--- src/rtl/sram_ctrl_pkg.sv ---
// Shared state encoding, default geometry and requester IDs for the SRAM
// access controller.
package sram_ctrl_pkg;

    typedef enum logic [1:0] {
        IDLE,
        ACCESS,
        READ_WAIT
    } state_e;

    localparam int ADDR_W_DEF = 4;
    localparam int DATA_W_DEF = 8;

    localparam logic REQ0 = 1'b0;
    localparam logic REQ1 = 1'b1;

endpackage

--- src/rtl/rr_arb2.sv ---
// Two-input request picker. Round-robin against the last winner by default;
// SRAM_ARB_FIXED_PRIO_EN selects fixed priority with requester 0 first.
module rr_arb2
    import sram_ctrl_pkg::*;
(
    input  logic req0_i,
    input  logic req1_i,
`ifndef SRAM_ARB_FIXED_PRIO_EN
    input  logic last_i,
`endif
    output logic winner_o
);

    always_comb begin
        winner_o = REQ0;
`ifdef SRAM_ARB_FIXED_PRIO_EN
        if (req1_i && !req0_i) winner_o = REQ1;
`else
        // On contention the requester that did not win last time goes next.
        if (req0_i && req1_i) winner_o = ~last_i;
        else if (req1_i)      winner_o = REQ1;
`endif
    end

endmodule

--- src/rtl/sram_arb_ctrl.sv ---
// Two-requester controller for the flip-flop SRAM: one single-word access at a
// time, registered outputs, tagged read return. SRAM_ARB_FIXED_PRIO_EN selects
// fixed priority instead of round-robin.
module sram_arb_ctrl
    import sram_ctrl_pkg::*;
#(
    parameter int ADDR_W = ADDR_W_DEF,
    parameter int DATA_W = DATA_W_DEF
) (
    input  logic              clk,
    input  logic              reset_n,
    input  logic              req0,
    input  logic              req1,
    input  logic              we0,
    input  logic              we1,
    input  logic [ADDR_W-1:0] addr0,
    input  logic [ADDR_W-1:0] addr1,
    input  logic [DATA_W-1:0] wdata0,
    input  logic [DATA_W-1:0] wdata1,
    output logic              gnt0,
    output logic              gnt1,
    output logic              rvalid,
    output logic              rid,
    output logic [DATA_W-1:0] rdata,
    output logic              mem_en,
    output logic              mem_we,
    output logic [ADDR_W-1:0] mem_addr,
    output logic [DATA_W-1:0] mem_wdata,
    input  logic [DATA_W-1:0] mem_rdata
);

    state_e            state_q, state_d;
    logic              owner_q, owner_d;
    logic              gnt0_q, gnt0_d;
    logic              gnt1_q, gnt1_d;
    logic              rvalid_q, rvalid_d;
    logic              rid_q, rid_d;
    logic [DATA_W-1:0] rdata_q, rdata_d;
    logic              mem_en_q, mem_en_d;
    logic              mem_we_q, mem_we_d;
    logic [ADDR_W-1:0] mem_addr_q, mem_addr_d;
    logic [DATA_W-1:0] mem_wdata_q, mem_wdata_d;
    logic              win;

`ifndef SRAM_ARB_FIXED_PRIO_EN
    logic last_q, last_d;

    rr_arb2 u_arb (
        .req0_i   (req0),
        .req1_i   (req1),
        .last_i   (last_q),
        .winner_o (win)
    );
`else
    rr_arb2 u_arb (
        .req0_i   (req0),
        .req1_i   (req1),
        .winner_o (win)
    );
`endif

    always_ff @(posedge clk) begin
        if (!reset_n) begin
            state_q     <= IDLE;
            owner_q     <= REQ0;
            gnt0_q      <= 1'b0;
            gnt1_q      <= 1'b0;
            rvalid_q    <= 1'b0;
            rid_q       <= 1'b0;
            rdata_q     <= '0;
            mem_en_q    <= 1'b0;
            mem_we_q    <= 1'b0;
            mem_addr_q  <= '0;
            mem_wdata_q <= '0;
`ifndef SRAM_ARB_FIXED_PRIO_EN
            last_q      <= REQ1;
`endif
        end else begin
            state_q     <= state_d;
            owner_q     <= owner_d;
            gnt0_q      <= gnt0_d;
            gnt1_q      <= gnt1_d;
            rvalid_q    <= rvalid_d;
            rid_q       <= rid_d;
            rdata_q     <= rdata_d;
            mem_en_q    <= mem_en_d;
            mem_we_q    <= mem_we_d;
            mem_addr_q  <= mem_addr_d;
            mem_wdata_q <= mem_wdata_d;
`ifndef SRAM_ARB_FIXED_PRIO_EN
            last_q      <= last_d;
`endif
        end
    end

    // Request fields are latched into the registered memory-port outputs on
    // the IDLE->ACCESS edge, so ACCESS decides write/read from mem_we_q.
    always_comb begin
        state_d     = state_q;
        owner_d     = owner_q;
        gnt0_d      = 1'b0;
        gnt1_d      = 1'b0;
        rvalid_d    = 1'b0;
        rid_d       = rid_q;
        rdata_d     = rdata_q;
        mem_en_d    = 1'b0;
        mem_we_d    = 1'b0;
        mem_addr_d  = mem_addr_q;
        mem_wdata_d = mem_wdata_q;
`ifndef SRAM_ARB_FIXED_PRIO_EN
        last_d      = last_q;
`endif
        case (state_q)
            IDLE: begin
                if (req0 || req1) begin
                    state_d     = ACCESS;
                    owner_d     = win;
                    gnt0_d      = (win == REQ0);
                    gnt1_d      = (win == REQ1);
                    mem_en_d    = 1'b1;
                    mem_we_d    = (win == REQ1) ? we1 : we0;
                    mem_addr_d  = (win == REQ1) ? addr1 : addr0;
                    mem_wdata_d = !mem_we_d ? '0 : ((win == REQ1) ? wdata1 : wdata0);
`ifndef SRAM_ARB_FIXED_PRIO_EN
                    last_d      = win;
`endif
                end
            end
            ACCESS:    state_d = mem_we_q ? IDLE : READ_WAIT;
            READ_WAIT: begin
                state_d  = IDLE;
                rvalid_d = 1'b1;
                rid_d    = owner_q;
                rdata_d  = mem_rdata;
            end
            default:   state_d = IDLE;
        endcase
    end

    assign gnt0      = gnt0_q;
    assign gnt1      = gnt1_q;
    assign rvalid    = rvalid_q;
    assign rid       = rid_q;
    assign rdata     = rdata_q;
    assign mem_en    = mem_en_q;
    assign mem_we    = mem_we_q;
    assign mem_addr  = mem_addr_q;
    assign mem_wdata = mem_wdata_q;

endmodule

--- config.mk ---
export PLATFORM = sky130hd
export DESIGN_NAME = sram_arb_ctrl
export DESIGN_NICKNAME = d
export VERILOG_FILES = /design/src/rtl/sram_ctrl_pkg.sv /design/src/rtl/rr_arb2.sv /design/src/rtl/sram_arb_ctrl.sv
export SDC_FILE = /design/constraint.sdc
export NUM_CORES = 1
export LEC_CHECK = 0
export CAP_MARGIN = 20
export CORE_MARGIN = 8
export CORE_UTILIZATION = 38
export CTS_CLUSTER_DIAMETER = 40
export DETAILED_ROUTE_END_ITERATION = 8
export PLACE_DENSITY = 0.79
export REMOVE_ABC_BUFFERS = 1
export SYNTH_ARGS = -nofsm -noshare
export SYNTH_HDL_FRONTEND = slang
export SYNTH_SLANG_ARGS = --single-unit
--- constraint.sdc ---
create_clock -name clk -period 2.1 [get_ports clk]
set_clock_uncertainty 0.15 [all_clocks]
set_input_delay 0.42 -clock clk [delete_from_list [all_inputs] [get_ports clk]]
set_output_delay 0.42 -clock clk [all_outputs]
set_load 0.01 [all_outputs]
==> results.md, run 1 <==
* Die X at 71.72 um
* Synth Area in Compound Gates at 20.36%
* Crit Path Max Fanout at 2
* Finish-stage setup viols at 0
* Seq/Total Area, Yosys at 50.90%
* Area added between synthesis and finish at 61.82%
* Congestion Overflow GR at 0
* Xor/xnor share of the synthesized area at 0%
* Dpl hpwl at 2.740 mm
* Die outline area at 5144 um^2
* Post-synth top cells: 30 x dfxtp_1, 27 x nand2_1, 21 x a21oi_1, 9 x a221o_1, 5 x mux2i_1
* Top cells by area, synth: dfxtp_1 51%, a21oi_1 8.9%, nand2_1 8.6%
* Fmax at 549.3 MHz
* LEAKAGE at 0.7190 nW
* Clk sink count at 30
* Hold Buf Count CTS at 0
* Post-Syn Instances at 126
* Top cell type's share of synthesized area at 50.90%
* Largest family of logic cells by synthesized area: compound AO/OA/AOI/OAI gates
* Share of cells above drive strength 1 at 8.808%
* Post-CTS Setup Bufs at 0
* Hold path depth at 1
* Logic gate share of total power at 19.8%
* Crit path max-delay family: buffers and inverters
* Crit share post-route at 86.70%
* P per Cell Area at 702.3 nW/um^2
* Fin. Hold Viols at 0
* Synth unique cells at 26
* Slew margin rel. at 65.05%
* Layout fillers at 280
* Worst skew pair latency at 320 ps
* #FFs+latches synth at 30
* Post-cts resize count at 0
* Crit path largest cell delay at 550 ps
* Kind of end point of the critical path: primary output
* Clock buffer depth at 2
* Crit path DAT at 1250 ps
* Power, Total at 1.341 mW
* Peak supply drop at 0.0004039 V
* Total Wirelength at 3.447 mm
* Ys Warns at 0
* Starting Density at 39.29%
* Levels on crit path at 1
* First-pass GRT wire length at 5.706 mm
* Largest net degree at the start of global routing at 15
* Switching part of the total at 24.31%
* Mapped cell area at 1180 um^2
* Starting DRT DRC Count at 30
* Outcome: finished, final reports clean
* DR vias/cell at 5.150
* Post-layout min period at 1821 ps
* Top-level I/O count at 64
* Drt pass-1 iters at 4
* CTS Root Cell: clkbuf_4
* Clk slew on worst S/H paths at 100 ps
* Worst Path Required at 1530 ps
* Vias in the first global route at 1,245
* H-tree depth at 2
* Core Area at 3003 um^2
* Antenna-violating nets left at 0
* Flop pwr share at 46.9%
* Clk network pwr share at 33.3%
* Simple-gate area share of the yosys netlist at 17.60%
* Startpoint types: flip-flop
* Total track usage at 14.03%
* Psw at 0.3259 mW
* Cells on worst reg2reg path at 4
* WP buf/inv at 1
* R2R setup slack at 560 ps
* RSZ-0062 raised after global routing: no
* Synth Area per Inst at 9.364 um^2
* Routed length per placed instance at 15.25 um
* Setup TNS at 0 ps
* CTS tree: built
* CTS buffer count at 5
* Residual DRC count at 0
* Synth Area in Adders at 0%
* N_diodes at 0
* Class of the worst hold path: flip-flop to flip-flop
* Cell taking the most area after synthesis: dfxtp_1
* # rows at 20
* Top-count cell post-synth: dfxtp_1
* Post-route insts no fill at 226
* Worst setup path class: flip-flop to primary output
* Buffers on Ports at 63
* Die height at 71.72 um
* Synth Flop Type: dfxtp_1
* Total number of vias at 1,164
* Worst slew pin tran at 523.2 ps
* Final Max Tran Viols at 0
* Initial antenna violation count at 0
* Asr flop ratio synth at 0%
* CP cell instances: clkdlybuf4s50_1
* Fraction of synthesized area in multiplexers at 4.242%
* Placed Cells at 218
* Routability Congestion at 0.7382
* Final #Nets at 230
* Worst path slowest cell: clkdlybuf4s50_1
* Int Pwr at 1.015 mW
* Max_cap viols at 0
* Number of synthesized flops with an enable pin at 0
## logic make-up (layout without fill, tap and decap cells)
family                 count (synthesis)  in the layout
flip-flops                            30             30
AO/OA/AOI/OAI                         36             36
multiplexers                           5              5
buffers and inverters                 12             79
AND/OR/NAND/NOR                       43             43
## cell type report
type / count / area [um^2] / share of cell area (%)
repair buffers: 68 / 680.7 / 35.65
flip-flops and latches: 30 / 600.6 / 31.45
multi-input cells: 84 / 498.0 / 26.08
well taps: 33 / 41.29 / 2.163
clock inverters: 3 / 40.04 / 2.097
clock buffers: 5 / 37.54 / 1.966
inverters: 3 / 11.26 / 0.5898
## power groups by stage
| stage | registers (mW) | clock network (mW) | logic [mW] |
|---|---|---|---|
| after floorplan | 0.653 | 0 | 0.0820 |
| after global placement | 0.640 | 0 | 0.264 |
| after detailed placement | 0.641 | 0 | 0.269 |
| after CTS | 0.628 | 0.460 | 0.269 |
| after global routing | 0.634 | 0.488 | 0.286 |
| final | 0.628 | 0.447 | 0.266 |
## flip-flops by register name (all words and copies together) (netlist names)
register   count
gnt0           1
gnt1           1
last_q         1
mem_addr       4
mem_en         1
mem_wdata      8
mem_we         1
owner_q        1
rdata          8
rid            1
rvalid         1
state_q        2
## worst register-to-register path, stage by stage (launching register included)
cell and delay [ps]:
dfxtp_1 400, nor2_2 90, buf_4 190, and4_4 230, a221o_1 350
## placed cells by master, fill, tap and decap left out
cell	instances
clkbuf_4	5
bufinv_16	1
buf_12	1
nand3_1	1
clkinv_1	1
or2_0	1
a22oi_1	1
a21oi_1	21
and3_2	1
clkdlybuf4s50_1	63
and4bb_2	1
buf_4	4
and2_1	1
a21boi_1	1
and4_4	1
or3b_1	1
nor2_1	4
nor2b_1	2
a211oi_1	4
mux2i_1	5
inv_1	2
a221o_1	9
nor2_2	1
nand2b_1	1
nand2_1	27
dfxtp_1	30
clkinv_2	2
nor4b_1	1
## final timing paths
kind / from / end
min: mem_we$_SDFF_PN0_ / state_q[1]$_SDFFE_PN0P_
min reg2reg: mem_we$_SDFF_PN0_ / state_q[1]$_SDFFE_PN0P_
max: mem_wdata[6]$_SDFFE_PN0P_ / mem_wdata[6]
max reg2reg: state_q[1]$_SDFFE_PN0P_ / mem_wdata[0]$_SDFFE_PN0P_
## per-layer routing
layer	global-route usage, %	part of all wire, %	wire (um)
met5	0	0	0
met4	6.122	1.2	40
met3	9.763	14	474
met2	21.96	43	1497
met1	14.02	42	1434
## metrics by stage
stage          hold slack (ps)  util (%)  worst slack, ps  cell area [um^2]
2_1_floorplan            282.3         -            427.1              1110
3_3_place_gp             291.3     61.00            145.9              1832
3_5_place_dp             293.0     61.00            91.17              1832
4_1_cts                  307.9     63.58            263.5              1909
5_1_grt                  328.7     63.58            208.4              1909
6_report                 299.2     63.58            279.3              1909
(Power assumes the default switching activity.)
==> run 2: changes to the inputs <==
CAP_MARGIN = 40   (was 20)
==> results of run 2 <==
Same layout as run 1: the final DEF is identical, and so are final timing and power.
